===== src/rtl/sram_arbiter.sv =====
// Round-robin two-port arbiter and strobe sequencer for an asynchronous 256Kx8 SRAM.
// States: IDLE grant | RD OE pulse | WSETUP, WPULSE, WHOLD write phases | DONE ack, bus released
module sram_arbiter #(
    parameter int unsigned RD_CYCLES = 2,
    parameter int unsigned WE_CYCLES = 2
) (
    input  logic        clk,
    input  logic        reset_n,
    input  logic        p0_req,
    input  logic        p0_rnw,
    input  logic [17:0] p0_addr,
    input  logic [7:0]  p0_wdata,
    output logic [7:0]  p0_rdata,
    output logic        p0_ack,
    input  logic        p1_req,
    input  logic        p1_rnw,
    input  logic [17:0] p1_addr,
    input  logic [7:0]  p1_wdata,
    output logic [7:0]  p1_rdata,
    output logic        p1_ack,
    output logic        busy,
    output logic        RAMCS_b,
    output logic        RAMOE_b,
    output logic        RAMWE_b,
    output logic [17:0] ADR,
    output logic [7:0]  dat_out,
    output logic        dat_oe,
    input  logic [7:0]  dat_in
);

    typedef enum logic [2:0] {
        S_IDLE, S_RD, S_WSETUP, S_WPULSE, S_WHOLD, S_DONE
    } state_t;

    localparam logic [3:0] RD_LOAD = 4'(RD_CYCLES - 1);
    localparam logic [3:0] WE_LOAD = 4'(WE_CYCLES - 1);

    state_t      state_q, state_d;
    logic [3:0]  cnt_q, cnt_d;
    logic        last_q, last_d;
    logic        gnt_q, gnt_d;
    logic        rnw_q, rnw_d;
    logic [17:0] addr_q, addr_d;
    logic [7:0]  wdata_q, wdata_d;
    logic        cs_q, cs_d, oe_q, oe_d, we_q, we_d, doe_q, doe_d;
    logic        ack0_q, ack0_d, ack1_q, ack1_d;
    logic [7:0]  rdata0_q, rdata0_d, rdata1_q, rdata1_d;
    logic        sel;

    // Port 1 wins when alone, or when both ask and port 0 was served last.
    assign sel = p1_req & (~p0_req | ~last_q);

    always_ff @(posedge clk) begin
        if (!reset_n) begin
            state_q  <= S_IDLE;
            cnt_q    <= 4'd0;
            last_q   <= 1'b1;
            gnt_q    <= 1'b0;
            rnw_q    <= 1'b1;
            addr_q   <= 18'd0;
            wdata_q  <= 8'd0;
            cs_q     <= 1'b1;
            oe_q     <= 1'b1;
            we_q     <= 1'b1;
            doe_q    <= 1'b0;
            ack0_q   <= 1'b0;
            ack1_q   <= 1'b0;
            rdata0_q <= 8'd0;
            rdata1_q <= 8'd0;
        end else begin
            state_q  <= state_d;
            cnt_q    <= cnt_d;
            last_q   <= last_d;
            gnt_q    <= gnt_d;
            rnw_q    <= rnw_d;
            addr_q   <= addr_d;
            wdata_q  <= wdata_d;
            cs_q     <= cs_d;
            oe_q     <= oe_d;
            we_q     <= we_d;
            doe_q    <= doe_d;
            ack0_q   <= ack0_d;
            ack1_q   <= ack1_d;
            rdata0_q <= rdata0_d;
            rdata1_q <= rdata1_d;
        end
    end

    always_comb begin
        state_d = state_q;
        cnt_d   = cnt_q;
        last_d  = last_q;
        gnt_d   = gnt_q;
        rnw_d   = rnw_q;
        addr_d  = addr_q;
        wdata_d = wdata_q;
        case (state_q)
            S_IDLE: begin
                if (p0_req || p1_req) begin
                    gnt_d   = sel;
                    last_d  = sel;
                    rnw_d   = sel ? p1_rnw : p0_rnw;
                    addr_d  = sel ? p1_addr : p0_addr;
                    wdata_d = sel ? p1_wdata : p0_wdata;
                    if (rnw_d) begin
                        state_d = S_RD;
                        cnt_d   = RD_LOAD;
                    end else begin
                        state_d = S_WSETUP;
                    end
                end
            end
            S_RD: begin
                if (cnt_q == 4'd0) state_d = S_DONE;
                else cnt_d = cnt_q - 4'd1;
            end
            S_WSETUP: begin
                state_d = S_WPULSE;
                cnt_d   = WE_LOAD;
            end
            S_WPULSE: begin
                if (cnt_q == 4'd0) state_d = S_WHOLD;
                else cnt_d = cnt_q - 4'd1;
            end
            S_WHOLD: state_d = S_DONE;
            S_DONE:  state_d = S_IDLE;
            default: state_d = S_IDLE;
        endcase
    end

    // Strobes are decoded from the next state so the pins change on the same edge as the state.
    always_comb begin
        cs_d     = 1'b1;
        oe_d     = 1'b1;
        we_d     = 1'b1;
        doe_d    = 1'b0;
        ack0_d   = 1'b0;
        ack1_d   = 1'b0;
        rdata0_d = rdata0_q;
        rdata1_d = rdata1_q;
        case (state_d)
            S_RD: begin
                cs_d = 1'b0;
                oe_d = 1'b0;
            end
            S_WSETUP, S_WHOLD: begin
                cs_d  = 1'b0;
                doe_d = 1'b1;
            end
            S_WPULSE: begin
                cs_d  = 1'b0;
                doe_d = 1'b1;
                we_d  = 1'b0;
            end
            S_DONE: begin
                ack0_d = ~gnt_d;
                ack1_d = gnt_d;
            end
            default: ;
        endcase
        if (state_q == S_RD && cnt_q == 4'd0) begin
            if (gnt_q) rdata1_d = dat_in;
            else       rdata0_d = dat_in;
        end
    end

    assign busy     = (state_q != S_IDLE);
    assign RAMCS_b  = cs_q;
    assign RAMOE_b  = oe_q;
    assign RAMWE_b  = we_q;
    assign ADR      = addr_q;
    assign dat_out  = wdata_q;
    assign dat_oe   = doe_q;
    assign p0_ack   = ack0_q;
    assign p1_ack   = ack1_q;
    assign p0_rdata = rdata0_q;
    assign p1_rdata = rdata1_q;

endmodule


===== config.mk =====
export PLATFORM = sky130hd
export DESIGN_NAME = sram_arbiter
export DESIGN_NICKNAME = d
export VERILOG_FILES = /design/src/rtl/sram_arbiter.sv
export SDC_FILE = /design/constraint.sdc
export NUM_CORES = 1
export LEC_CHECK = 0
export BUFFER_PORTS_ARGS = -buffer_cell sky130_fd_sc_hd__buf_2
export CORE_ASPECT_RATIO = 0.6
export CORE_UTILIZATION = 32
export CTS_CLUSTER_DIAMETER = 150
export CTS_CLUSTER_SIZE = 20
export DETAILED_ROUTE_END_ITERATION = 10
export GPL_TIMING_DRIVEN = 0
export HOLD_SLACK_MARGIN = 0.15
export PLACE_DENSITY_LB_ADDON = 0.15
export SLEW_MARGIN = 20
export SYNTH_ARGS = -nofsm -noshare
export SYNTH_HDL_FRONTEND = slang
export SYNTH_SLANG_ARGS = --single-unit

===== constraint.sdc =====
create_clock -name clk -period 2.2 [get_ports clk]
set_input_delay 0.44 -clock clk [delete_from_list [all_inputs] [get_ports clk]]
set_output_delay 0.44 -clock clk [all_outputs]
set_load 0.01 [all_outputs]

---- Word-level counts from Yosys, hierarchy flattened ----
Index checks and enable logic that the tools add are counted.
storage, ports and cells
  memories kept ........................... 0
  input bits .............................. 66
  output and inout port bits .............. 49
  bits in latches ......................... 0
  word-level logic and storage cells ...... 65
  memory bits (writable) .................. 0
  flip-flop bits (word level) ............. 57
  memory bits (read-only) ................. 0
operators by class
  add/sub/neg operators ................... 1
  div/mod/pow operators ................... 0
  equality and inequality tests ........... 12
  magnitude comparators ................... 0
  multiply operators ...................... 0
  bitwise gates (word level) .............. 6
  reductions and logical operators ........ 14
  multiplexer cells ....................... 18
  shift-type cells ........................ 0
operator list
  kind                                                                count
  18-bit two-way mux                                                  1
  3-bit case mux with 5 select lines                                  1
  3-bit by 2-bit == test with 1-bit output, second input constant     4
  4-bit two-way mux                                                   3
  4-bit case mux with 3 select lines                                  1
  3-bit == test, second input constant                                3
  3-bit two-way mux                                                   3
  8-bit two-way mux                                                   1
  2-bit AND reduction                                                 4
  1-bit two-way mux                                                   7
  3-bit by 1-bit == test with 1-bit output, second input constant     2
  2-bit inequality test, second input constant                        3
  3-bit nonzero test                                                  2
  4-bit logical NOT                                                   1
  1-bit inverter                                                      4
  4-bit AND reduction                                                 1
  4-bit OR reduction                                                  1
  4-bit by 1-bit subtractor with 4-bit output, second input constant  1
  3-bit logical NOT                                                   1
  3-bit OR reduction                                                  1
  2-bit two-way mux                                                   1
  2-bit OR reduction                                                  1
  1-bit bitwise AND                                                   1
  1-bit logical AND                                                   1
  other kinds (2)                                                     2

---- Logic depth before layout (Yosys ltp) ----
  depth after elaboration ................. 10
  depth in mapped cells ................... 8
  mapped depth without buffers ............ 6

---- Worst setup path before layout ----
OpenSTA, ideal clock, no wires.
  path kind ............................... reg2reg
  from .................................... register cnt_q[0]
  to ...................................... register rdata0_q[6], in the netlist p0_rdata[6]
  buffers on the path ..................... 2
  path slack .............................. 0.531 ns
  clock period less this slack ............ 1.669 ns
  required time ........................... 2.083 ns
  data arrival time ....................... 1.552 ns
  stages on the path, launching flop included .. 9
  cell sequence ........................... dfxtp_1 inv_1 ha_1 and4bb_1 or4b_1 buf_2 buf_6 nand3_1 o21ai_1
on the way
  word-level cells in the longest chain between the ends .. 3
ends and longest elaborated chain
  item                                  RTL line  RTL
  start, declared                       39        logic [3:0] cnt_q, cnt_d;
  start signal, assigned                72        cnt_q <= cnt_d;
  4-bit logical NOT                     161       if (state_q == S_RD && cnt_q == 4'd0) begin
  1-bit logical AND                     161
  2-bit AND reduction (no source line)  --
  end signal, assigned                  84        rdata0_q <= rdata0_d;
  end, declared                         47        logic [7:0] rdata0_q, rdata0_d, rdata1_q, rdata1_d;
Every way passes these cells.
A chain may end at the register's enable or synchronous reset.

---- Final worst setup path ----
Same ends and word-level chain as after synthesis.

==> flow_summary.yaml <==
clock_network:
  clk_latency_ns: 0.32
  postCtsSetupBuffers: 0
  cts_tree: "yes"
  cts_sinks: 57
  root_buffer: "clkbuf_16"
  hold_buffers: 0
  ctsResizeCount: 0
  cts_buffer_depth: 2
  cts_buffers: 9
  h-tree-depth: 3
  clk_transition_reported_paths_ns: 0.05
detailed_routing:
  wl_um: 6150
  met1Wirelength_um: 3310
  via_count: 2229
  drc_errors: 0
  wl_met3_um: 279
  avgViaCountPerCell: 4.54
  wl_met2_um: 2490
  avgRoutedWirePerCell_um: 12.5
  drt_iter0_drc: 148
  antenna_violating_nets_post_route: 0
  drt_first_pass_iters: 4
  top_layer_used: "met4"
timing:
  fin_tns_setup_ns: 0
  fin_crit_ns: 1.87
  hold_viol_final: 0
  maxSlewViolCount: 0
  grt_setup_unrepaired: "no"
  slew_headroom_pct: 67.1
  fin_crit_sh_pct: 85.1
  fin_skew_ns: 0.00872
  finalSetupViolCount: 0
  tightest_slew_ns: 0.493
  fmax_mhz: 534
layout:
  final_layout_size_suffix_gt1_share_pct: 37.2
  area_growth_pct: 41.4
  final_nets: 449
  n_antenna_cell: 0
  fin_util_pct: 46.9
global_routing:
  grt_pass1_wl_um: 10000
  first_global_vias: 2092
  antenna_found_initial: 0
  grt_max_degree: 12
  track_usage_pct: 16.4
  grt_remaining_overflow: 0
yosys:
  yosysSeqAreaShare_pct: 47.3
  synthArstFlopShare_pct: 0
  yosysWarningCount: 0
  avgSynthCellArea_um2: 9.38
  synth_edf_count: 0
  ys_ff_latch: 57
  synth_cells: 257
  synth_nets: 324
  yosys_most_used_dff: "dfxtp_1"
  ys_types: 41
  netlist_area_mm2: 0.00241
floorplan:
  pin_count: 115
  die_y_um: 69.2
  start_util_pct: 33.2
  die_w_um: 114
  num_rows: 24
  core_mm2: 0.00727
  die-area_mm2: 0.00790
power:
  leakagePower_nw: 1.57
  ir_drop_v: 0.000432
  powerDensity_mw_per_mm2: 1320
critical_path:
  worstPathMaxFanout: 10
  cp-end-kind: "flip-flop"
  critPathKind: "flip-flop to flip-flop"
  worstPathRequired_ns: 2.40
  arrival_ns: 2.08
  startpoint_type: "flip-flop"
min_path:
  min_path_type: "primary input to flip-flop"
placement:
  port_buffers: 114
  hpwl_um: 4690
  place.gp.congestion: 0.779
status:
  status: "finished, final reports clean"
run:
  cap_violations: 0
per-layer routing:
layer | track usage, % | vias up
li1 | - | 1169
met1 | 23.8 | 990
met2 | 23.1 | 61
met3 | 4.98 | 9
met4 | 5.19 | 0
met5 | 0 | -
cells in the final DEF (no fill, tap or decap), types with 2 or more instances in the layout:
cell type   count
nand2_1        22
o21ai_1         9
a21oi_1         4
o211a_1         2
buf_4           4
dfxtp_1        57
a211oi_1       26
and2_1          2
o211ai_1        2
mux2i_1        35
a22oi_1         2
a21o_1          2
nor3_1          2
inv_1           4
nand3_1        10
buf_2         121
clkbuf_16       9
nor2_1         34
clkinvlp_4      3
nand2b_1        3
clkinv_2        2
clkbuf_1        8
Yosys cell counts (3+ instances only):
cell | n | area (um2)
buf_4 | 4 | 30.0
o21ai_1 | 9 | 45.0
nand2_1 | 22 | 82.6
a211oi_1 | 26 | 195
nor2_1 | 34 | 128
inv_1 | 4 | 15.0
clkbuf_1 | 8 | 30.0
dfxtp_1 | 57 | 1140
buf_2 | 7 | 35.0
a21oi_1 | 4 | 20.0
nand2b_1 | 3 | 18.8
nand3_1 | 10 | 50.1
mux2i_1 | 35 | 350
flip-flops by register name (all words and copies together) (netlist names), 3 cells and up:
name      count
dat_out       8
p0_rdata      8
ADR          18
p1_rdata      8
state_q       3
cnt_q         4
kinds of logic (layout without fill, tap and decap cells):
logic type,after synthesis,after routing,synth area share (%)
AND/OR/NAND/NOR,83,83,16.0
flip-flops,57,57,47.3
AO/OA/AOI/OAI,55,55,16.2
multiplexers,35,35,14.5
buffers and inverters,26,156,5.34
adder cells (fa/ha/maj),1,1,0.519
path summary, 6_finish.rpt:
kind	from	to	slack [ns]	depth (start not counted)
worst min register to register	p1_rdata[7]	p1_rdata[7]	0.45	2
worst max register to register	cnt_q[0]	p0_rdata[6]	0.33	8
worst max-delay path	cnt_q[0]	p0_rdata[6]	0.33	8
worst min-delay path	dat_in[1]	p0_rdata[1]	0.38	3
layout make-up:
type / instances / area, um2
clock inverter: 7 / 71.3
inverter: 5 / 18.8
multi-input combinational: 174 / 1140
timing repair buffer: 114 / 571
fill: 725 / 3860
clock buffer: 9 / 225
sequential: 57 / 1140
tap: 104 / 130
buffer: 21 / 110
where the power goes:
part,internal (mW),switching (mW)
registers,1.35,0.158
logic,0.686,0.943
clock network,0.872,0.482
total,2.91,1.58
stage by stage:
step / total power [mW] / instance area, um2 / cells / hold WS (ns) / setup WS [ns]
after detailed placement: 3.17 / 3110 / 475 / 0.443 / 0.308
after floorplan: 2.59 / 2410 / 257 / 0.448 / 0.531
after global routing: 4.79 / 3410 / 491 / 0.395 / 0.212
after global placement: 3.15 / 3110 / 475 / 0.440 / 0.339
final: 4.49 / 3410 / 491 / 0.382 / 0.329
after CTS: 4.54 / 3410 / 491 / 0.378 / 0.307
critical path: stages (launching register included):
cell	delay, ns
dfxtp_1	0.33
inv_1	0.07
ha_1	0.16
and4bb_1	0.25
or4b_1	0.46
buf_2	0.19
buf_6	0.15
nand3_1	0.07
o21ai_1	0.08
No activity file was read; power rests on OpenSTA's default activity.
